--- config.mk ---
export PLATFORM = sky130hd
export DESIGN_NAME = pcm_sigma_delta_dac
export DESIGN_NICKNAME = d
export VERILOG_FILES = /design/src/rtl/pcm_dac_pkg.sv /design/src/rtl/pcm_dac_dither_lfsr.sv /design/src/rtl/pcm_sigma_delta_dac.sv
export SDC_FILE = /design/constraint.sdc
export NUM_CORES = 1
export LEC_CHECK = 0
export CAP_MARGIN = 15
export CORE_ASPECT_RATIO = 1.1
export CORE_MARGIN = 2
export CORE_UTILIZATION = 55
export CTS_CLUSTER_SIZE = 10
export DETAILED_ROUTE_END_ITERATION = 10
export MAX_ROUTING_LAYER = met4
export PLACE_DENSITY = 0.73
export RECOVER_POWER = 25
export SLEW_MARGIN = 20
export SYNTH_ARGS = -nofsm -noshare
export SYNTH_HDL_FRONTEND = slang
export SYNTH_SLANG_ARGS = --single-unit
--- constraint.sdc ---
create_clock -name clk -period 11.15 [get_ports clk]
set_input_delay 1.115 -clock clk [delete_from_list [all_inputs] [get_ports clk]]
set_output_delay 1.115 -clock clk [all_outputs]
set_load 0.01 [all_outputs]
--- src/rtl/pcm_dac_pkg.sv ---
// Shared constants and the integrator saturation helper for the PCM sigma-delta DAC.
// The optional dither path is enabled by defining PCM_DAC_DITHER_EN.
package pcm_dac_pkg;

  localparam int          ACC_W_DEF = 24;
  localparam int          HALF_FS   = 1 << 18;
  localparam logic [15:0] LFSR_SEED = 16'hACE1;
  // Galois mask for x^16 + x^14 + x^13 + x^11 + 1, right-shifting form.
  localparam logic [15:0] LFSR_TAPS = 16'hB400;

  // Symmetric clamp to +-(2^(acc_w-1)-1); callers widen their sums to 64 bits first.
  function automatic logic signed [63:0] sat(input logic signed [63:0] v, input int acc_w);
    logic signed [63:0] lim;
    lim = (64'sd1 <<< (acc_w - 1)) - 64'sd1;
    if (v > lim)       sat = lim;
    else if (v < -lim) sat = -lim;
    else               sat = v;
  endfunction

endpackage

--- src/rtl/pcm_dac_dither_lfsr.sv ---
// 16-bit Galois LFSR supplying the quantizer dither; present only when PCM_DAC_DITHER_EN is defined.
`ifdef PCM_DAC_DITHER_EN
module pcm_dac_dither_lfsr
  import pcm_dac_pkg::*;
(
  input  logic       clk,
  input  logic       reset_n,
  input  logic       ena,
  output logic [7:0] rnd
);

  logic [15:0] lfsr_q;
  logic [15:0] lfsr_d;

  always_comb begin
    lfsr_d = {1'b0, lfsr_q[15:1]} ^ (lfsr_q[0] ? LFSR_TAPS : 16'h0000);
  end

  always_ff @(posedge clk) begin
    if (!reset_n)  lfsr_q <= LFSR_SEED;
    else if (ena)  lfsr_q <= lfsr_d;
  end

  assign rnd = lfsr_q[7:0];

endmodule
`endif

--- src/rtl/pcm_sigma_delta_dac.sv ---
// Second-order sigma-delta modulator: 20-bit unsigned PCM in, 1-bit PDM out.
// Define PCM_DAC_DITHER_EN to add LFSR dither at the quantizer compare.
module pcm_sigma_delta_dac
  import pcm_dac_pkg::*;
#(
  parameter int ACC_W = ACC_W_DEF
) (
  input  logic        clk,
  input  logic        reset_n,
  input  logic        clk_ena,
  input  logic [19:0] pcm_in,
  output logic        dac_out
);

  // Two guard bits let acc + x - fb be formed exactly before clamping.
  localparam int                W      = ACC_W + 2;
  localparam logic signed [W-1:0] HALF_W = W'(HALF_FS);
  localparam logic signed [W-1:0] ZERO_W = '0;

  logic signed [ACC_W-1:0] acc1_q, acc1_d;
  logic signed [ACC_W-1:0] acc2_q, acc2_d;
  logic                    dac_q, dac_d;
  logic signed [W-1:0]     x_w, fb_w, sum1_w, sum2_w, quant_w, dith_w;
  logic                    unused_pcm_msb;

  assign unused_pcm_msb = pcm_in[19];

`ifdef PCM_DAC_DITHER_EN
  logic [7:0] rnd;

  pcm_dac_dither_lfsr u_dither (
    .clk     (clk),
    .reset_n (reset_n),
    .ena     (clk_ena),
    .rnd     (rnd)
  );

  assign dith_w = W'($signed(rnd));
`else
  assign dith_w = ZERO_W;
`endif

  always_comb begin
    x_w     = $signed(W'(pcm_in[18:0])) - HALF_W;
    fb_w    = dac_q ? HALF_W : -HALF_W;
    sum1_w  = W'(acc1_q) + x_w - fb_w;
    acc1_d  = ACC_W'(sat(64'(sum1_w), ACC_W));
    sum2_w  = W'(acc2_q) + W'(acc1_d) - fb_w;
    acc2_d  = ACC_W'(sat(64'(sum2_w), ACC_W));
    // Dither only perturbs the decision; it never enters the integrators.
    quant_w = W'(acc2_d) + dith_w;
    dac_d   = (quant_w >= ZERO_W);
  end

  // NOTE: reset is sampled on the clock edge and state uses non-blocking assignments so all
  // three registers update together from the previous cycle's values.
  always_ff @(posedge clk) begin
    if (!reset_n) begin
      acc1_q <= '0;
      acc2_q <= '0;
      dac_q  <= 1'b0;
    end else if (clk_ena) begin
      acc1_q <= acc1_d;
      acc2_q <= acc2_d;
      dac_q  <= dac_d;
    end
  end

  assign dac_out = dac_q;

endmodule

# ---- After elaboration in Yosys (flattened, before gate mapping)
# Cells that the tools add are included.
dict set report totals {
  ram_bits 0
  latchBits 0
  out_inout_bits 1
  register_bits 49
  mem_bits_ro 0
  mem_count 0
  wordCells 18
  in_bits 23
}
dict set report classes {
  n_mul 0
  div_mod_pow 0
  mux 5
  n_bitwise 0
  eq_ne 0
  order_cmp 5
  add_sub_neg 5
  shift 0
  n_reduce_logical 0
}
# operator count
set ops {}
lappend ops {{$mux W24} 4}
lappend ops {{$gt A26 B24 Y1 const B} 2}
lappend ops {{$lt A26 B24 Y1 const B} 2}
lappend ops {{$sub A25 B26 Y26} 2}
lappend ops {{$mux W26} 1}
lappend ops {{$add A24 B20 Y25} 1}
lappend ops {{$add A24 B24 Y25} 1}
lappend ops {{$ge A24 B1 Y1 const B} 1}
lappend ops {{$sub A19 B19 Y20 const B} 1}

# ---- Longest topological paths before layout
dict set report logic_depth {
  word_depth 12
  ltp_mapped 35
  ltp_nobuf 32
}

# ---- Worst setup path after synthesis
# Ideal clock, no wire load.
dict set report synth_path {
  kind {input to register}
  startpoint {in pcm_in[18]}
  endpoint {reg acc2_q[10]}
  cell_stages 30
  t_required_ns 11.010
  arrival_time_ns 7.602
  slack_ns 3.408
  n_path_buf 4
  cell_sequence {inv_1 -> fa_1 -> ha_1 -> clkbuf_1 -> nand4_1 -> nor2_1 -> a22oi_1 -> nand4_1 -> xor2_1 -> clkbuf_1 -> nor2_1 -> nor2_1 -> clkbuf_1 -> nor2_1 -> ha_1 -> inv_1 -> ha_1 -> clkbuf_1 -> a21o_1 -> a21oi_1 -> nor3b_1 -> a21oi_1 -> a31oi_1 -> nor4bb_1 -> a311o_1 -> or4_1 -> a2111oi_1 -> nand4bb_1 -> o41ai_4 -> a211oi_1}
}
dict set report synth_via {
  elab_chain_cells 11
  word_cells_on_any_way 13
  cone_classes {add/sub: 5; order compare: 4; mux: 4}
}
# item line_no
set synth_lines {}
lappend synth_lines {{from (decl)} pcm_sigma_delta_dac.sv:11} ;# input logic [19:0] pcm_in,
lappend synth_lines {{$sub A19 B19 Y20 (*)} pcm_sigma_delta_dac.sv:44} ;# x_w = $signed(W'(pcm_in[18:0])) - HALF_W;
lappend synth_lines {{$add A24 B20 Y25 (*)} pcm_sigma_delta_dac.sv:46} ;# sum1_w = W'(acc1_q) + x_w - fb_w;
lappend synth_lines {{$sub A25 B26 Y26 (*)} pcm_sigma_delta_dac.sv:46}
lappend synth_lines {{$lt A26 B24 Y1} pcm_dac_pkg.sv:16} ;# else if (v < -lim) sat = -lim;
lappend synth_lines {{$mux W24} pcm_dac_pkg.sv:16}
lappend synth_lines {{$mux W24 (*)} pcm_dac_pkg.sv:15} ;# if (v > lim) sat = lim;
lappend synth_lines {{$add A24 B24 Y25 (*)} pcm_sigma_delta_dac.sv:48} ;# sum2_w = W'(acc2_q) + W'(acc1_d) - fb_w;
lappend synth_lines {{$sub A25 B26 Y26 (*)} pcm_sigma_delta_dac.sv:48}
lappend synth_lines {{$lt A26 B24 Y1} pcm_dac_pkg.sv:16}
lappend synth_lines {{$mux W24} pcm_dac_pkg.sv:16}
lappend synth_lines {{$mux W24 (*)} pcm_dac_pkg.sv:15}
lappend synth_lines {{to (signal assigned)} pcm_sigma_delta_dac.sv:60} ;# acc2_q <= '0;
lappend synth_lines {{to (signal assigned)} pcm_sigma_delta_dac.sv:64} ;# acc2_q <= acc2_d;
lappend synth_lines {{to (decl)} pcm_sigma_delta_dac.sv:21} ;# logic signed [ACC_W-1:0] acc2_q, acc2_d;
# Every way passes the cells marked *; elsewhere a longest branch is shown, timed or not.
# A chain may end at the register's enable or synchronous reset.

# ---- Worst setup path after layout
dict set report layout_path {
  startpoint {in pcm_in[11]}
  endpoint {reg acc2_q[8]}
}
dict set report layout_via {
  elab_chain_cells 11
  word_cells_on_any_way 13
  cone_classes {add/sub: 5; order compare: 4; mux: 4}
}
# item line_no
set layout_lines {}
lappend layout_lines {{$sub A19 B19 Y20 (*)} pcm_sigma_delta_dac.sv:44}
lappend layout_lines {{$add A24 B20 Y25 (*)} pcm_sigma_delta_dac.sv:46}
lappend layout_lines {{$sub A25 B26 Y26 (*)} pcm_sigma_delta_dac.sv:46}
lappend layout_lines {{$lt A26 B24 Y1} pcm_dac_pkg.sv:16}
lappend layout_lines {{$mux W24} pcm_dac_pkg.sv:16}
lappend layout_lines {{$mux W24 (*)} pcm_dac_pkg.sv:15}
lappend layout_lines {{via acc1_d[23]} pcm_sigma_delta_dac.sv:20} ;# logic signed [ACC_W-1:0] acc1_q, acc1_d;
lappend layout_lines {{$add A24 B24 Y25 (*)} pcm_sigma_delta_dac.sv:48}
lappend layout_lines {{$sub A25 B26 Y26 (*)} pcm_sigma_delta_dac.sv:48}
lappend layout_lines {{$lt A26 B24 Y1} pcm_dac_pkg.sv:16}
lappend layout_lines {{$mux W24} pcm_dac_pkg.sv:16}
lappend layout_lines {{$mux W24 (*)} pcm_dac_pkg.sv:15}
# The timed path passes the listed nets; every way through them passes the cells marked *.

==> run metrics <==
Critical-path top delay cell=o41ai_4; post-synthesis xor/xnor area fraction=5.50%; Slew Viols, Final=0; DRC=0; setup TNS=0 ps; Root Buffer Master=clkbuf_16; number of synthesized flops with an enable pin=0; Vias/cell=6.14; cts bufs inserted=5; CTS tree=done; share of layout cells above drive strength 1=3.59%; Die Wd=108 µm; critical path type=primary input to register; RR Startpoint=acc1_q[11]; Final setup viols=0; worst setup margin=1490 ps; Core Util, Final=59.8%; Die H=118 µm; Layout Area Growth over Synthesis=5.75%; initial antenna violation count=0; CP Data Arrival Time=9800 ps; number of post-CTS setup repair buffers=0; I/O pins=24; Tmin final=9660 ps; H-tree lvl count=2; Place WS=1720 ps; CTS Hold Bufs=0; Final Hold Fails=0; DRT Wirelength=18.6 mm; Synth Area in Compound Gates=30.0%; pin slew with the least headroom to its limit=1090 ps; largest net degree at the start of global routing=65; R2R Setup Slk=2480 ps; sequential element share of the synthesized area=15.0%; DIE AREA=12700 µm²; fin crit share=86.6%; asr flop ratio synth=0%; gr usage total=30.1%; Placed Instances=1034; maximum clock insertion buffer count=2; first-pass GRT wire length=30.2 mm; mux cell area share after synthesis=0.767%; Cells after Synth=899; WHS Endpoint=acc2_q[15]; hold path cells=2; post-synthesis register bit count=49; setup repair after global routing missed its margin=false; CP peak stage delay=600 ps; Worst setup EP type=register; Yosys top cell area share=16.3%; synth top area cells=ha_1 (16%), dfxtp_1 (15%), inv_1 (8.6%); largest family of logic cells by synthesized area=compound AO/OA/AOI/OAI gates; DP HPWL=14.9 mm; routability cong.=0.960; Hold Path Class=register to register; IO Port Bufs=22; Synth cell types=89; Worst-Skew Late Latency=290 ps; outcome=completed; total core area=11500 µm²; DR pass1 iterations=5; startpoint types=primary input; Worst-path clk slew=70 ps; Inserted Diodes=0; Setup Skew=4.91 ps; Final ANT Viol Nets=0; Avg Cell Area, Syn=7.26 µm²; syn_nets=1017; Max Cap Viol=0; Initial Utilization=56.5%; total gr overflow=0; FF-to-FF path depth=28; mapped cell area=6520 µm²; synthesized-area fraction occupied by and/or/nand/nor cells=17.8%; Max Freq=0.104 GHz; Sink Count=49; FILL cells=1118; vias in the first global route=6095; Core Rows=41; post-cts sizing count=0; DR vias=6401; biggest area consumer among synthesized cells=ha_1; Critical R2R Capture=acc2_q[8]; Worst slew margin=27.2%; NumNets Final=1009; Worst Min Path Start=acc2_q[15]; Critical Path RT=11290 ps; Max FO, Critical Path=13; Synth Warn #=0; drt wl/cell=17.9 µm; Main synth FF type=dfxtp_1; adder-cell area share of the yosys netlist=19.4%; Post-Layout Cell Count=1042; first-iteration detailed-routing DRC count=372
-- cell usage after synthesis (3+ instances only) --
cell	n
o21a_1	7
nand4_1	23
xor2_1	12
a2111oi_0	4
xnor2_1	29
o2111ai_1	4
o21bai_1	13
buf_2	6
nor4_1	6
nor4b_1	4
nand2_1	45
and2_1	6
or4_1	5
a21boi_0	3
mux2i_1	5
a21oi_1	94
inv_1	150
nor3_1	15
or3_1	4
o211ai_1	9
a211oi_1	25
nand2b_1	6
nand3_1	12
and3_1	7
dfxtp_1	49
o22ai_1	6
o21ai_0	54
nor2b_1	4
a31oi_1	6
fa_1	10
ha_1	85
a21o_1	16
nor2_1	70
clkbuf_1	30
a221oi_1	4
-- worst max-delay path: cells and delay by family --
kind | cells | cell delay (ps)
buffers and inverters | 5 | 1010
AND/OR/NAND/NOR | 8 | 2540
adder cells (fa/ha/maj) | 4 | 1160
AO/OA/AOI/OAI | 12 | 3950
-- metrics by stage --
| step | hold WS [ps] | area [µm²] |
|---|---|---|
| global placement | 463 | 6780 |
| global route | 496 | 6900 |
| detailed placement | 467 | 6780 |
| floorplan | 444 | 6520 |
| CTS | 477 | 6920 |
| finish | 475 | 6900 |
-- how the worst max path moves through the flow --
stage               start    endpoint  slack, ps  depth (start not counted)
5_1_grt        pcm_in[11]  acc2_q[13]       1030                         29
4_1_cts         pcm_in[3]  acc2_q[10]       1980                         32
3_5_place_dp    pcm_in[3]   acc2_q[2]       1720                         32
3_3_place_gp    pcm_in[3]  acc2_q[10]       1820                         32
6_report       pcm_in[11]   acc2_q[8]       1490                         29
2_1_floorplan  pcm_in[18]  acc2_q[10]       3410                         30
-- state kept, by name, indices dropped and copies added (netlist names) --
register	cells
acc1_q	24
acc2_q	24
dac_out	1
-- cell families (layout without fill, tap and decap cells) --
group,Yosys count,in the layout
compound gates,290,290
simple gates,226,226
buf+inv,193,186
fa+ha+maj,95,95
flops,49,49
xor+xnor,41,41
mux,5,5
-- area by class of cell --
cell class	count	area, µm²	area share [%]
clock buffer	6	129	1.87
clock inverter	2	15.0	0.218
inverter	152	571	8.27
multi-input combinational	657	4770	69.2
sequential	49	981	14.2
tap	150	188	2.72
timing repair buffer	26	245	3.55
-- placed cells by master, fill, tap and decap left out, types with 7 or more instances in the layout --
cell             synthesis  layout
a21oi_1                 94      94
a211oi_1                25      25
o21a_1                   7       7
xor2_1                  12      12
a21o_1                  16      16
nor2_1                  70      70
o211ai_1                 9      10
ha_1                    85      85
nand3_1                 12      12
fa_1                    10      10
dfxtp_1                 49      49
clkdlybuf4s50_1          0      19
nor3_1                  15      15
o21bai_1                13      13
and3_1                   7       7
inv_1                  150     150
xnor2_1                 29      29
nand2_1                 45      45
nand4_1                 23      24
o21ai_0                 54      54
-- layer usage --
layer	up-vias	share of wire, %	GRT usage, %
met5	-	0	-
met4	0	2.8	9.05
met3	38	4.0	2.15
met2	180	49	51.0
met1	3003	44	38.2
li1	3180	-	-
Power is not shown: default switching activity piles up to over one toggle a cycle in this logic, so the estimate is an artifact.
